<file path="config.mk">
export PLATFORM = sky130hd
export DESIGN_NAME = alu_mdu
export DESIGN_NICKNAME = d
export VERILOG_FILES = /design/src/rtl/alu_pkg.sv /design/src/rtl/alu_comb.sv /design/src/rtl/alu_mdu.sv
export SDC_FILE = /design/constraint.sdc
export NUM_CORES = 1
export LEC_CHECK = 0
export CAP_MARGIN = 40
export CORE_ASPECT_RATIO = 1.75
export CORE_MARGIN = 5
export CORE_UTILIZATION = 30
export CTS_CLUSTER_DIAMETER = 120
export DETAILED_ROUTE_END_ITERATION = 8
export PLACE_DENSITY = 0.49
export RECOVER_POWER = 25
export SETUP_SLACK_MARGIN = 0.02
export SLEW_MARGIN = 20
export SYNTH_ARGS = -nofsm -noshare
export SYNTH_HDL_FRONTEND = slang
export SYNTH_HIERARCHICAL = 1
export SYNTH_SLANG_ARGS = --single-unit
</file>
<file path="constraint.sdc">
create_clock -name clk -period 6.8 [get_ports clk]
set_input_delay 0.68 -clock clk [delete_from_list [all_inputs] [get_ports clk]]
set_output_delay 0.68 -clock clk [all_outputs]
set_load 0.02 [all_outputs]
</file>
<file path="src/rtl/alu_pkg.sv">
// Shared opcode and state definitions for the EX-stage ALU/MDU.
package alu_pkg;

    typedef enum logic [4:0] {
        OP_ADD   = 5'd0,  OP_SUB   = 5'd1,  OP_SLT   = 5'd2,  OP_SLTU  = 5'd3,
        OP_AND   = 5'd4,  OP_OR    = 5'd5,  OP_NOR   = 5'd6,  OP_XOR   = 5'd7,
        OP_SLL   = 5'd8,  OP_SRL   = 5'd9,  OP_SRA   = 5'd10, OP_EQ    = 5'd11,
        OP_SGE   = 5'd12, OP_SGEU  = 5'd13,
        OP_MUL   = 5'd16, OP_MULH  = 5'd17, OP_MULHU = 5'd18,
        OP_DIV   = 5'd20, OP_DIVU  = 5'd21, OP_REM   = 5'd22, OP_REMU  = 5'd23
    } alu_op_e;

    typedef enum logic [1:0] {IDLE, MUL, DIV, DONE} state_e;

    function automatic logic is_mul(input alu_op_e op);
        return op inside {OP_MUL, OP_MULH, OP_MULHU};
    endfunction

    function automatic logic is_div(input alu_op_e op);
        return op inside {OP_DIV, OP_DIVU, OP_REM, OP_REMU};
    endfunction

endpackage

</file>
<file path="src/rtl/alu_comb.sv">
// Single-cycle integer datapath; one adder serves ADD, SUB and all compares.
module alu_comb
    import alu_pkg::*;
#(
    parameter int W = 32
) (
    input  alu_op_e        op,
    input  logic [W-1:0]   a,
    input  logic [W-1:0]   b,
    output logic [W-1:0]   y
);
    localparam int SHW = $clog2(W);

    logic           sub;
    logic [W:0]     sum;
    logic           ltu, lts, eq;
    logic [SHW-1:0] sh;

    // Everything except ADD runs the adder as a - b; carry-out clear means a < b unsigned.
    assign sub = (op != OP_ADD);
    assign sum = {1'b0, a} + {1'b0, b ^ {W{sub}}} + {{W{1'b0}}, sub};
    assign ltu = ~sum[W];
    assign lts = (a[W-1] ^ b[W-1]) ? a[W-1] : sum[W-1];
    assign eq  = (sum[W-1:0] == '0);
    assign sh  = b[SHW-1:0];

    always_comb begin
        y = '0;
        case (op)
            OP_ADD, OP_SUB: y = sum[W-1:0];
            OP_SLT:  y = {{(W-1){1'b0}}, lts};
            OP_SLTU: y = {{(W-1){1'b0}}, ltu};
            OP_SGE:  y = {{(W-1){1'b0}}, ~lts};
            OP_SGEU: y = {{(W-1){1'b0}}, ~ltu};
            OP_AND:  y = a & b;
            OP_OR:   y = a | b;
            OP_NOR:  y = ~(a | b);
            OP_XOR:  y = a ^ b;
            OP_SLL:  y = a << sh;
            OP_SRL:  y = a >> sh;
            OP_SRA:  y = $signed(a) >>> sh;
            OP_EQ:   y = {{(W-1){1'b0}}, eq};
            default: y = '0;
        endcase
    end

endmodule

</file>
<file path="src/rtl/alu_mdu.sv">
// EX-stage execute unit: 1-cycle ALU ops plus W-cycle shift-add multiply and
// restoring divide, with a registered valid/ready result and flush.
module alu_mdu
    import alu_pkg::*;
#(
    parameter  int W   = 32,
    localparam int SHW = $clog2(W)
) (
    input  logic         clk,
    input  logic         rst,
    input  logic         flush,
    input  logic         in_valid,
    output logic         in_ready,
    input  logic [4:0]   op,
    input  logic [W-1:0] a,
    input  logic [W-1:0] b,
    output logic         out_valid,
    input  logic         out_ready,
    output logic [W-1:0] y,
    output logic         busy
);
    state_e         state;
    alu_op_e        op_in, op_q;
    logic [SHW-1:0] cnt;
    logic [W-1:0]   hi, lo, opnd;
    logic           neg, rneg;
    logic           accept, sgn;
    logic [W-1:0]   a_mag, b_mag, y_comb;

    assign op_in     = alu_op_e'(op);
    assign busy      = (state == MUL) || (state == DIV);
    assign out_valid = (state == DONE);
    assign in_ready  = !flush && ((state == IDLE) || ((state == DONE) && out_ready));
    assign accept    = in_valid && in_ready;

    alu_comb #(.W(W)) u_comb (.op(op_in), .a(a), .b(b), .y(y_comb));

    // Iterate on magnitudes; signs are reapplied once the last step completes.
    assign sgn   = is_mul(op_in) ? (op_in != OP_MULHU) : (op_in inside {OP_DIV, OP_REM});
    assign a_mag = (sgn && a[W-1]) ? -a : a;
    assign b_mag = (sgn && b[W-1]) ? -b : b;

    logic [W:0]     msum, dsh, dtr;
    logic [W-1:0]   nxt_hi, nxt_lo, quo_f, rem_f, fin_y;
    logic [2*W-1:0] prod, prod_f;

    always_comb begin
        // {hi,lo} is the product/multiplier pair for MUL and the remainder/dividend pair for DIV.
        msum = {1'b0, hi} + (lo[0] ? {1'b0, opnd} : '0);
        dsh  = {hi, lo[W-1]};
        dtr  = dsh - {1'b0, opnd};
        if (state == MUL) begin
            nxt_hi = msum[W:1];
            nxt_lo = {msum[0], lo[W-1:1]};
        end else begin
            nxt_hi = dtr[W] ? dsh[W-1:0] : dtr[W-1:0];
            nxt_lo = {lo[W-2:0], ~dtr[W]};
        end
        prod   = {nxt_hi, nxt_lo};
        prod_f = neg ? -prod : prod;
        quo_f  = neg ? -nxt_lo : nxt_lo;
        rem_f  = rneg ? -nxt_hi : nxt_hi;
        case (op_q)
            OP_MUL:             fin_y = prod_f[W-1:0];
            OP_MULH, OP_MULHU:  fin_y = prod_f[2*W-1:W];
            OP_REM, OP_REMU:    fin_y = rem_f;
            default:            fin_y = quo_f;
        endcase
    end

    always_ff @(posedge clk) begin
        if (rst) begin
            state <= IDLE;
            op_q  <= OP_ADD;
            cnt   <= '0;
            hi    <= '0;
            lo    <= '0;
            opnd  <= '0;
            neg   <= 1'b0;
            rneg  <= 1'b0;
            y     <= '0;
        end else if (flush) begin
            state <= IDLE;
        end else begin
            case (state)
                IDLE, DONE: begin
                    if (accept) begin
                        op_q <= op_in;
                        cnt  <= '0;
                        hi   <= '0;
                        if (is_mul(op_in)) begin
                            lo    <= b_mag;
                            opnd  <= a_mag;
                            neg   <= sgn && (a[W-1] ^ b[W-1]);
                            state <= MUL;
                        end else if (is_div(op_in)) begin
                            lo    <= a_mag;
                            opnd  <= b_mag;
                            // Divide-by-zero keeps the all-ones quotient unsigned.
                            neg   <= sgn && (a[W-1] ^ b[W-1]) && (b != '0);
                            rneg  <= sgn && a[W-1];
                            state <= DIV;
                        end else begin
                            y     <= y_comb;
                            state <= DONE;
                        end
                    end else if ((state == DONE) && out_ready) begin
                        state <= IDLE;
                    end
                end
                MUL, DIV: begin
                    hi  <= nxt_hi;
                    lo  <= nxt_lo;
                    cnt <= cnt + 1'b1;
                    if (cnt == SHW'(W - 1)) begin
                        y     <= fin_y;
                        state <= DONE;
                    end
                end
                default: state <= IDLE;
            endcase
        end
    end

endmodule

</file>
## Word-level counts from Yosys, hierarchy flattened

Index checks and enable logic that the tools add are counted.

| word-level totals | value |
|---|---|
| word-level logic and storage cells | 137 |
| register bits after elaboration | 142 |
| input bits | 74 |
| output and inout port bits | 35 |

| operators by class | value |
|---|---|
| bitwise operators | 11 |
| shift-type cells | 3 |
| reductions and logical operators | 32 |
| equality and inequality tests | 36 |
| add/sub/neg operators | 10 |
| multiplexer cells | 36 |

Operators by type and width:

| kind | number |
|---|---|
| 32-bit two-way mux | 18 |
| 32-bit one-hot mux with 13 select lines | 1 |
| 32-bit one-hot mux with 2 select lines | 3 |
| 32-bit negation | 4 |
| 32-bit one-hot mux with 3 select lines | 1 |
| 32-bit by 32-bit adder with 33-bit output | 2 |
| 5-bit equality test, second input constant | 13 |
| 64-bit two-way mux | 1 |
| 64-bit negation | 1 |
| 32-bit XOR | 2 |
| 33-bit by 1-bit adder with 33-bit output | 1 |
| 33-bit by 32-bit subtractor with 33-bit output | 1 |
| 32-bit bitwise AND | 1 |
| 32-bit logical NOT | 1 |
| 32-bit NOT | 1 |
| 32-bit OR | 1 |
| 32-bit nonzero test | 1 |
| 32-bit by 5-bit left shift with 32-bit output | 1 |
| 32-bit by 5-bit >> shifter with 32-bit output | 1 |
| 32-bit by 5-bit >>> shifter with 32-bit output | 1 |
| 5-bit by 4-bit equality test with 1-bit output, second input constant | 6 |
| 5-bit by 3-bit equality test with 1-bit output, second input constant | 4 |
| 2-bit OR reduction | 6 |
| 5-bit by 2-bit equality test with 1-bit output, second input constant | 2 |
| 27 further kinds | 54 |

## Depth between registers and ports, before layout

Gate-level depths: netlist of run 1.

| logic depth | value |
|---|---|
| word-level depth | 11 |
| mapped depth | 27 |
| mapped depth without buffers | 24 |

## Cells and area by module

The synthesis of run 1 kept the hierarchy.

Modules (own cells, without submodules):

| module | cells an instance | times used | sequential area each (um^2) | area an instance (um^2) |
|---|---|---|---|---|
| alu_mdu | 2359 | 1 | 2842.7 | 16065.4 |
| alu_comb | 1199 | 1 | 0.0 | 7972.6 |

## Worst setup path after synthesis of run 1

OpenSTA, ideal clock, no wires.

| path | value |
|---|---|
| kind | register -> register |
| start point | reg state[0] |
| end point | reg y[26] |
| arrival | 5319 ps |
| required time | 6699 ps |
| clock period less this slack | 5420 ps |
| path buffers | 8 |
| slack | 1380 ps |
| cell stages (with the launch flop) | 22 |
| setup time | 101 ps |
| path through | dfxtp_1 -> ha_1 -> buf_1 -> buf_2 -> buf_1 -> clkbuf_1 -> buf_1 -> buf_1 -> buf_2 -> o21ai_0 -> inv_1 -> ha_1 -> o21ai_0 -> mux2i_1 -> nand4bb_1 -> or3_1 -> buf_2 -> or3_4 -> o41ai_2 -> xnor2_1 -> a221oi_2 -> o41ai_1 |

| between the ends | value |
|---|---|
| longest elaborated chain between the ends | 7 |
| elaborated cells between the ends (all ways) | 26 |
| those cells by class | 3 x add/sub; 7 x eq/ne; 8 x mux; 8 x reduce/logical |

Ends and longest elaborated chain:

| item | RTL line | source |
|---|---|---|
| start, declared | alu_mdu.sv:22 | `state_e state;` |
| start signal, assigned | alu_mdu.sv:73 | `state <= IDLE;` |
| start signal, assigned | alu_mdu.sv:83 | `state <= IDLE;` |
| start signal, assigned | alu_mdu.sv:95 | `state <= MUL;` |
| 2-bit by 1-bit equality test with 1-bit output / 2-bit equality test (equally long branches) | alu_mdu.sv:52, alu_mdu.sv:85, alu_mdu.sv:33 |  |
| 32-bit two-way mux / 1-bit logical AND (equally long branches) | alu_mdu.sv:52, alu_mdu.sv:33 |  |
| 64-bit negation (tied with other cells) | alu_mdu.sv:60 | `prod_f = neg ? -prod : prod;` |
| 64-bit two-way mux (tied with other cells) | alu_mdu.sv:60 |  |
| 32-bit one-hot mux with 3 select lines / 1-bit logical AND (equally long branches) | alu_mdu.sv:63, alu_mdu.sv:34 |  |
| 32-bit two-way mux / 2-bit inequality test (equally long branches) | -- |  |
| 32-bit one-hot mux with 2 select lines / 5-bit AND reduction (equally long branches) | -- |  |
| end signal, assigned | alu_mdu.sv:104 | `y <= y_comb;` |
| end signal, assigned | alu_mdu.sv:116 | `y <= fin_y;` |
| end, declared | alu_mdu.sv:19 | `output logic [W-1:0] y,` |

Parallel ways exist; a longest one is shown, timed or not. The select of a mux whose other input is x is not followed.
A chain may end at the register's enable or synchronous reset.

## Final worst setup path of run 1

| path | value |
|---|---|
| start point | reg opnd[24] |
| end point | reg y[28] |

| between the ends | value |
|---|---|
| longest elaborated chain between the ends | 8 |
| elaborated cells between the ends (all ways) | 16 |
| those cells by class | 5 x add/sub; 10 x mux; 1 x bitwise |

Ends and longest elaborated chain:

| item | RTL line | source |
|---|---|---|
| start, declared | alu_mdu.sv:25 | `logic [W-1:0] hi, lo, opnd;` |
| start signal, assigned | alu_mdu.sv:93 | `opnd <= a_mag;` |
| start signal, assigned | alu_mdu.sv:98 | `opnd <= b_mag;` |
| 33-bit by 32-bit subtractor with 33-bit output / 32-bit two-way mux (equally long branches) | alu_mdu.sv:51, alu_mdu.sv:49 |  |
| 32-bit two-way mux (tied with other cells) | alu_mdu.sv:56 | `nxt_hi = dtr[W] ? dsh[W-1:0] : dtr[W-1:0];` |
| 32-bit two-way mux | alu_mdu.sv:52 | `if (state == MUL) begin` |
| 64-bit negation (tied with other cells) | alu_mdu.sv:60 |  |
| 64-bit two-way mux (tied with other cells) | alu_mdu.sv:60 |  |
| 32-bit one-hot mux with 3 select lines (*) | alu_mdu.sv:63 | `case (op_q)` |
| 32-bit two-way mux (*) | alu_mdu.sv:115 | `if (cnt == SHW'(W - 1)) begin` |
| 32-bit one-hot mux with 2 select lines (*) | alu_mdu.sv:85 | `case (state)` |

Every way passes the cells marked *; elsewhere a longest branch is shown, timed or not. The select of a mux whose other input is x is not followed.

==> results of run 1 <==
layer usage:
metal / vias to the layer above / global-route usage [%] / share of wire (%) / wire, um
met5: - / 0 / 0 / 0
met4: 0 / 27.9 / 12 / 16300
met3: 509 / 4.54 / 4.9 / 6660
met2: 1210 / 56.9 / 51 / 69600
met1: 13400 / 28.1 / 32 / 43800
li1: 13100 / - / - / -
worst min-delay path: stages (launching register included):
cell     delay (ns)
dfxtp_1        0.31
nand2_1        0.05
a21oi_1        0.05
final cells by class:
class	instances	area share, %
clock buffer	30	2.50
timing repair buffer	250	7.79
clock inverter	2	0.137
multi-input combinational	3035	72.4
inverter	145	1.99
sequential	142	10.4
antenna	5	0.0458
tap	1042	4.77
cell usage after synthesis, drive strengths merged, types with 21 or more instances:
| cell | n | area share, % |
|---|---|---|
| a211o | 21 | 0.77 |
| a211oi | 64 | 2.0 |
| a21o | 31 | 0.97 |
| a21oi | 327 | 6.8 |
| a221oi | 44 | 1.6 |
| a22oi | 33 | 1.0 |
| a31oi | 35 | 0.94 |
| and2 | 59 | 1.6 |
| and3 | 31 | 0.81 |
| buf | 66 | 1.4 |
| clkbuf | 170 | 2.7 |
| dfxtp | 142 | 12 |
| ha | 171 | 8.9 |
| inv | 142 | 2.2 |
| mux2i | 111 | 4.6 |
| nand2 | 431 | 6.8 |
| nand2b | 38 | 0.99 |
| nand3 | 93 | 1.9 |
| nand4 | 36 | 0.99 |
| nor2 | 379 | 5.9 |
| nor3 | 110 | 2.4 |
| nor4 | 32 | 0.98 |
| o211ai | 62 | 1.9 |
| o21a | 22 | 0.69 |
| o21ai | 276 | 5.8 |
| o221ai | 26 | 0.95 |
| o31ai | 24 | 0.75 |
| o41ai | 22 | 0.86 |
| or3 | 37 | 0.98 |
| xnor2 | 144 | 5.2 |
| xor2 | 82 | 3.0 |
cells by family (layout without fill, tap and decap cells):
kind of cell / Yosys count / in the layout / synth area share [%]
simple gates: 1345 / 1345 / 26.4
compound gates: 1148 / 1148 / 31.2
buf+inv: 381 / 427 / 6.33
xor+xnor: 226 / 226 / 8.23
fa+ha+maj: 174 / 174 / 9.15
mux: 142 / 142 / 6.87
flops: 142 / 142 / 11.8
other cells: 0 / 5 / 0
flip-flops by register name, summed over array words and instances, names as in the netlist:
signal / cells
hi: 32
lo: 32
opnd: 32
y: 32
cnt: 5
op_q: 5
state: 2
neg: 1
rneg: 1
power by group through the flow:
stage	Sequential (mW)	Clock (mW)	Combinational, mW
finish	0.892	1.17	3.16
global route	0.894	1.22	3.32
CTS	0.891	1.19	3.06
detailed placement	0.910	0	3.05
global placement	0.910	0	3.05
floorplan	0.902	0	1.89
cell usage in the layout, fill, tap and decap left out, drive strengths merged, types with 26 or more instances in the layout:
master	Yosys	final
a211oi	64	64
a21o	31	31
a21oi	327	327
a221oi	44	44
a22oi	33	33
a31oi	35	35
and2	59	59
and3	31	31
buf	66	143
clkbuf	170	34
clkdlybuf4s50	0	68
dfxtp	142	142
dlygate4sd3	0	34
ha	171	171
inv	142	142
mux2i	111	111
nand2	431	431
nand2b	38	38
nand3	93	93
nand4	36	36
nor2	379	379
nor3	110	110
nor4	32	32
o211ai	62	62
o21ai	276	276
o221ai	26	26
or3	37	37
xnor2	144	144
xor2	82	82
worst max path at each step:
stage | startpoint | to | slack, ns | depth (start not counted)
finish | opnd[24] | y[28] | 0.71 | 24
global route | opnd[24] | y[28] | 0.46 | 24
floorplan | state[0] | y[26] | 1.38 | 21
CTS | op[1] | y[0] | 0.75 | 18
global placement | op[1] | y[0] | 0.21 | 18
detailed placement | op[1] | y[0] | 0.24 | 18
stage by stage:
step	area, um2	setup WS, ns	instances	power [mW]
final	27300	0.710	4651	5.22
after global routing	27300	0.457	4648	5.44
after CTS	27300	0.749	4634	5.14
after detailed placement	26500	0.237	4602	3.96
after global placement	26400	0.205	4593	3.96
after floorplan	24000	1.38	3558	2.79
==> impl_table.tex, run 1 <==
\begin{tabular}{lr}
\hline
Metric & Value \\
\hline
\multicolumn{2}{l}{\textbf{GRT}} \\
\quad Overall overflow remaining after global route & 0 \\
\quad First-pass GRT wire length & 194 mm \\
\quad Vias in the first global route & 28000 \\
\quad Overall Global Routing Usage & 30.5\% \\
\quad Pin count of the biggest net entering global routing & 68 \\
\quad Antenna violations before repair & 5 \\
\multicolumn{2}{l}{\textbf{Critical path}} \\
\quad Critical path data arrival time & 6.47 ns \\
\quad Reg2reg end & y[28] \\
\quad Combined buffer and inverter count along the critical path & 5 \\
\quad Sort of element at the end of the critical path & flop \\
\quad Standard cell with the maximum stage delay on the critical path & nor4\_1 \\
\quad Top cell family by delay on the critical path & simple AND/OR/NAND/NOR gates \\
\quad Startpoint type of the worst setup path & flop \\
\quad Critical Path RT & 7.18 ns \\
\quad Type of the worst setup path & reg -> reg \\
\quad Critical register-to-register path startpoint & opnd[24] \\
\quad Largest stage delay on the critical path & 0.56 ns \\
\quad Register-to-Register Setup Slack & 0.71 ns \\
\quad Register-to-Register Path Depth & 24 \\
\quad Cell Chain, Critical Path & inv\_1 -> ha\_1 -> nand4\_2 -> nor4\_4 -> a2bb2oi\_1 -> a21boi\_1 -> a211o\_1 -> buf\_4 -> nor2\_1 -> a21oi\_1 -> o21ai\_0 -> buf\_4 -> inv\_1 -> ha\_1 -> o21ai\_0 -> mux2i\_1 -> nand4bb\_1 -> nor3\_1 -> nand4\_1 -> buf\_4 -> nor4\_1 -> o221ai\_1 -> a21oi\_1 -> o41ai\_1 \\
\quad Cell type with the highest occurrence count on the critical path & buf\_4 \\
\quad Critical path fanouts, max & 13 \\
\multicolumn{2}{l}{\textbf{Clock network}} \\
\quad Clock Sinks & 142 \\
\quad Skew-Pair Late Insertion Delay & 0.51 ns \\
\quad Clock transition at the register clock pins on the worst setup and hold paths after CTS & 0.07 ns \\
\quad Resized Gates After CTS & 0 \\
\quad H-tree level count & 4 \\
\quad Quantity of hold-fixing buffers added after cts & 0 \\
\quad Number of buffers between clock root and the deepest sink & 3 \\
\quad Post CTS Setup Buffer Count & 0 \\
\quad Root Buffer & clkbuf\_16 \\
\quad Cts bufs inserted & 25 \\
\quad CTS tree & done \\
\multicolumn{2}{l}{\textbf{Routing}} \\
\quad Wire length per cell & 29.3 um \\
\quad Drt total wl & 136 mm \\
\quad Total number of vias & 28200 \\
\quad Number of design rule violations left after detail routing & 0 \\
\quad ANT nets after route & 0 \\
\quad DRC marker count from the first detailed-route iteration & 2479 \\
\quad Via density & 6.07 \\
\quad Length of the first detailed-routing pass in iterations & 6 \\
\multicolumn{2}{l}{\textbf{Hold path}} \\
\quad Hold Path Cell Cnt & 2 \\
\quad Hold EP & cnt[4] \\
\quad Class of the tightest hold or removal check & reg -> reg \\
\quad Worst Min Path Start & cnt[4] \\
\multicolumn{2}{l}{\textbf{Timing}} \\
\quad Post-route minimum period & 6.09 ns \\
\quad Fmax & 0.164 GHz \\
\quad Actual transition at the worst max-transition pin & 2.18 ns \\
\quad Hold Worst Slack & 0.457 ns \\
\quad Hold Fails Final Rpt & 0 \\
\quad Worst max-slew margin expressed relative to the limit & -45.5\% \\
\quad Setup repair after global routing missed its margin & no \\
\quad Final count of pins violating max slew & 86 \\
\quad Crit share post-route & 89.6\% \\
\quad Final Setup Violations & 0 \\
\quad Final clock skew & 0.0178 ns \\
\quad Total Negative Setup Slacks & 0 ns \\
\multicolumn{2}{l}{\textbf{Outcome}} \\
\quad Failing checks & capacitance limit, slew limit \\
\quad Outcome & finished, violations left \\
\multicolumn{2}{l}{\textbf{Yosys}} \\
\quad Synthesis Warnings & 6 \\
\quad Number of storage elements in the synthesis netlist & 142 \\
\quad Count of unique library cells instantiated by Yosys & 113 \\
\quad Mean instance size in the synthesized netlist & 6.76 um2 \\
\quad Number of flops mapped to enable cells by yosys & 0 \\
\quad Post-synthesis net count & 3806 \\
\quad Proportion of synthesized chip area in sequential cells & 11.8\% \\
\quad Synthesized area & 24000 um2 \\
\quad Synth Flop Type & dfxtp\_1 \\
\quad Gate count of the mapped netlist & 3558 \\
\quad Share of flip-flops with an asynchronous set or reset & 0\% \\
\multicolumn{2}{l}{\textbf{Pwr}} \\
\quad Internal power & 2.62 mW \\
\quad Switching power & 2.61 mW \\
\quad Clock network fraction of total power & 22.4\% \\
\quad Power per cell area & 191 nW/um2 \\
\quad Fraction of power consumed by sequential logic & 17.1\% \\
\quad Fraction of power spent switching nets & 49.9\% \\
\quad Combinational share of power & 60.5\% \\
\quad IR Drop Worst-Case VDD & 0.138 mV \\
\quad Static power due to leakage & 10.6 nW \\
\multicolumn{2}{l}{\textbf{Layout}} \\
\quad Net count, final & 3847 \\
\quad Flip-flop and latch area & 2850 um2 \\
\quad Fraction of final layout cells with drive strength greater than 1 & 8.13\% \\
\quad FILL cells & 8795 \\
\quad Layout Utilization & 34.3\% \\
\quad Area of the multi-input gates & 19800 um2 \\
\quad Synthesis-to-layout area growth & 13.7\% \\
\multicolumn{2}{l}{\textbf{Floorplan}} \\
\quad Die area & 86100 um2 \\
\quad Die W & 224 um \\
\quad Starting utilization of the core area & 30.2\% \\
\quad Rows & 137 \\
\quad Vertical die dimension & 384 um \\
\quad Core box area & 79700 um2 \\
\quad Top-level I/O count & 109 \\
\multicolumn{2}{l}{\textbf{Placement}} \\
\quad Number of buffer cells added on primary ports & 108 \\
\quad DP HPWL & 109 mm \\
\quad Routability cong. & 1.06 \\
\multicolumn{2}{l}{\textbf{Flow run}} \\
\quad Number of max-capacitance violations reported & 2 \\
\hline
\end{tabular}
No activity file was read; power rests on OpenSTA's default activity.
==> run 2: changes to the inputs <==
--- a/config.mk
+++ b/config.mk
@@ -17,5 +17,4 @@
 export SLEW_MARGIN = 20
 export SYNTH_ARGS = -nofsm -noshare
 export SYNTH_HDL_FRONTEND = slang
-export SYNTH_HIERARCHICAL = 1
 export SYNTH_SLANG_ARGS = --single-unit
==> run 2 against run 1 <==
Net effect:
- the flow now finishes without violations
- synthesized cell count is 3.3% lower
- flip-flop and latch count is the same
- clock skew up 0.0046 ns
- critical path depth decreased by 2
- non-clock buffer count down 17
==> impl_table.tex, run 2 <==
\begin{tabular}{lr}
\hline
Metric & Value \\
\hline
\multicolumn{2}{l}{\textbf{Placement}} \\
\quad Routability cong. & 1.02 \\
\quad DP HPWL & 105 mm \\
\quad Number of buffer cells added on primary ports & 108 \\
\quad Setup WS pre-CTS & 0.667 ns \\
\multicolumn{2}{l}{\textbf{Pwr}} \\
\quad Post-route total power & 5.25 mW \\
\quad IR Drop Worst-Case VDD & 0.130 mV \\
\quad Power per cell area & 196 nW/um2 \\
\quad Static power due to leakage & 10.4 nW \\
\multicolumn{2}{l}{\textbf{Yosys}} \\
\quad Count of unique library cells instantiated by Yosys & 87 \\
\quad Synth Flop Type & dfxtp\_1 \\
\quad Share of the synthesized area in the top cell type & 12.0\% \\
\quad Most frequent cell after synthesis & nor2\_1 \\
\quad Synthesized area & 23600 um2 \\
\quad Post-Synth XOR/XNOR Area & 7.41\% \\
\quad Synthesis Warnings & 0 \\
\quad Post-synthesis net count & 3689 \\
\quad Top post-synthesis cells by count & 389 x nor2\_1, 370 x nand2\_1, 329 x a21oi\_1, 250 x o21ai\_0, 187 x clkbuf\_1 \\
\quad Mean instance size in the synthesized netlist & 6.87 um2 \\
\quad Combinational family with the most area after synthesis & compound AO/OA/AOI/OAI gates \\
\quad Adder and majority cell fraction of the synthesized area & 9.30\% \\
\quad Number of storage elements in the synthesis netlist & 142 \\
\quad Post-synth top area cell & dfxtp\_1 \\
\quad Area fraction in and, or, nand and nor cells after synthesis & 24.7\% \\
\quad Cell types with the largest area share after synthesis & dfxtp\_1 12\%, ha\_1 9.0\%, a21oi\_1 7.0\% \\
\quad Multiplexer share of the synthesized area & 9.52\% \\
\quad Proportion of synthesized chip area in sequential cells & 12.0\% \\
\quad Share of flip-flops with an asynchronous set or reset & 0\% \\
\quad Compound-cell area share of the yosys netlist & 30.9\% \\
\quad Number of flops mapped to enable cells by yosys & 0 \\
\quad Gate count of the mapped netlist & 3441 \\
\multicolumn{2}{l}{\textbf{Clock network}} \\
\quad H-tree level count & 4 \\
\quad Quantity of hold-fixing buffers added after cts & 0 \\
\quad Clock Sinks & 142 \\
\quad Clock transition at the register clock pins on the worst setup and hold paths after CTS & 0.06 ns \\
\quad Skew-Pair Late Insertion Delay & 0.52 ns \\
\quad Post CTS Setup Buffer Count & 0 \\
\quad Resized Gates After CTS & 0 \\
\quad Cts bufs inserted & 25 \\
\quad Number of buffers between clock root and the deepest sink & 3 \\
\quad Root Buffer & clkbuf\_16 \\
\quad CTS tree & done \\
\multicolumn{2}{l}{\textbf{Critical path}} \\
\quad Critical Path Source & lo[31] \\
\quad Startpoint type of the worst setup path & flop \\
\quad Reg2reg end & y[12] \\
\quad Register-to-Register Setup Slack & 0.46 ns \\
\quad Standard cell with the maximum stage delay on the critical path & dfxtp\_1 \\
\quad Register-to-Register Path Depth & 22 \\
\quad Largest stage delay on the critical path & 0.68 ns \\
\quad Critical register-to-register path startpoint & lo[31] \\
\quad Critical path fanouts, max & 10 \\
\quad Type of the worst setup path & reg -> reg \\
\quad Cell Chain, Critical Path & inv\_1 -> ha\_1 -> fa\_1 -> nor2b\_1 -> o31a\_1 -> o2111ai\_4 -> a21oi\_4 -> o21a\_1 -> o31ai\_1 -> inv\_1 -> ha\_1 -> o211a\_1 -> nand3\_1 -> nor3\_1 -> nand2\_1 -> a21oi\_1 -> buf\_4 -> nand4\_1 -> a211oi\_1 -> o22ai\_1 -> a21oi\_1 -> nor3\_1 \\
\quad End point of the critical path & y[12] \\
\quad Critical Path RT & 7.16 ns \\
\quad Critical path data arrival time & 6.70 ns \\
\quad Sort of element at the end of the critical path & flop \\
\multicolumn{2}{l}{\textbf{Floorplan}} \\
\quad Core box area & 78400 um2 \\
\quad Vertical die dimension & 381 um \\
\quad Top-level I/O count & 109 \\
\quad Die area & 84800 um2 \\
\quad Die W & 222 um \\
\quad Starting utilization of the core area & 30.1\% \\
\quad Rows & 136 \\
\multicolumn{2}{l}{\textbf{Timing}} \\
\quad Post-route minimum period & 6.34 ns \\
\quad Crit share post-route & 93.2\% \\
\quad Fmax & 0.158 GHz \\
\quad Hold Fails Final Rpt & 0 \\
\quad Worst max-slew margin expressed relative to the limit & 32.9\% \\
\quad Final clock skew & 0.0224 ns \\
\quad Final critical-path setup slack & 0.460 ns \\
\quad Final count of pins violating max slew & 0 \\
\quad Actual transition at the worst max-transition pin & 1.00 ns \\
\quad Total Negative Setup Slacks & 0 ns \\
\quad Final Setup Violations & 0 \\
\quad Setup repair after global routing missed its margin & no \\
\multicolumn{2}{l}{\textbf{GRT}} \\
\quad Antenna violations before repair & 5 \\
\quad Vias in the first global route & 27600 \\
\quad Pin count of the biggest net entering global routing & 70 \\
\quad Overall Global Routing Usage & 29.0\% \\
\quad First-pass GRT wire length & 186 mm \\
\quad Overall overflow remaining after global route & 0 \\
\multicolumn{2}{l}{\textbf{Layout}} \\
\quad Highest-count cells in the layout ignoring fill and taps & 389 x nor2\_1, 370 x nand2\_1, 328 x a21oi\_1, 250 x o21ai\_0, 169 x ha\_1 \\
\quad Fraction of final layout cells with drive strength greater than 1 & 8.21\% \\
\quad Synthesis-to-layout area growth & 13.2\% \\
\quad Net count, final & 3701 \\
\quad FILL cells & 8584 \\
\quad Most frequent standard cell in the layout excluding fill and tap cells & nor2\_1 \\
\multicolumn{2}{l}{\textbf{Routing}} \\
\quad Total number of vias & 27400 \\
\quad Length of the first detailed-routing pass in iterations & 7 \\
\quad ANT nets after route & 0 \\
\quad DRC marker count from the first detailed-route iteration & 2135 \\
\quad Drt total wl & 129 mm \\
\quad Via density & 6.09 \\
\quad Wire length per cell & 28.6 um \\
\quad Number of design rule violations left after detail routing & 0 \\
\multicolumn{2}{l}{\textbf{Hold path}} \\
\quad Class of the tightest hold or removal check & reg -> reg \\
\multicolumn{2}{l}{\textbf{Outcome}} \\
\quad Outcome & complete, no violations \\
\multicolumn{2}{l}{\textbf{Flow run}} \\
\quad Number of max-capacitance violations reported & 0 \\
\hline
\end{tabular}
## run 2: critical path: cells and delay by family, from the launching register on
kind            cells  cell delay [ns]
flops               1             0.68
simple gates        6             1.41
buf+inv             3             0.52
compound gates     10             2.65
fa+ha+maj           3             0.91
## run 2: logic make-up after synthesis
kind of cell,Yosys count
fa+ha+maj,174
compound gates,1133
mux,156
buf+inv,378
flops,142
xor+xnor,200
simple gates,1258
## run 2: cell type report
| type | count | area (um2) | area share [%] |
|---|---|---|---|
| sequential | 142 | 2840 | 10.6 |
| clock inverter | 2 | 12.5 | 0.0468 |
| inverter | 130 | 488 | 1.82 |
| tap | 1035 | 1290 | 4.84 |
| timing repair buffer | 233 | 2000 | 7.48 |
| multi-input combinational | 2921 | 19400 | 72.6 |
| antenna | 1 | 2.50 | 0.00935 |
| clock buffer | 31 | 688 | 2.57 |
## run 2: worst min-delay path by stage
| stage | slack, ns | cells past startpoint | startpoint | to |
|---|---|---|---|---|
| 3_5_place_dp | 0.45 | 2 | cnt[4] | cnt[4] |
| 6_report | 0.46 | 2 | cnt[4] | cnt[4] |
| 3_3_place_gp | 0.45 | 2 | cnt[4] | cnt[4] |
| 4_1_cts | 0.46 | 2 | cnt[4] | cnt[4] |
| 5_1_grt | 0.48 | 2 | opnd[29] | opnd[29] |
| 2_1_floorplan | 0.44 | 2 | cnt[4] | cnt[4] |
## run 2: per-layer routing
layer	share of wire, %	vias to the layer above	track usage [%]	wire length (um)
li1	-	12700	-	-
met1	34	13100	28.9	43600
met2	51	1139	53.3	65600
met3	4.0	456	2.43	5200
met4	11	0	25.9	14400
met5	0	-	0	0
## run 2: stage by stage
stage / hold WS, ns / cells / instance area (um2) / utilization (%)
final: 0.461 / 4495 / 26800 / 34.1
after detailed placement: 0.453 / 4459 / 26000 / 33.2
after floorplan: 0.436 / 3441 / 23600 / -
after global routing: 0.481 / 4494 / 26800 / 34.1
after CTS: 0.463 / 4492 / 26700 / 34.1
after global placement: 0.449 / 4451 / 26000 / 33.1
## run 2: power breakdown
| group | internal [mW] | switching (mW) |
|---|---|---|
| Combinational | 1.05 | 2.15 |
| Clock | 0.701 | 0.442 |
| Sequential | 0.861 | 0.0410 |
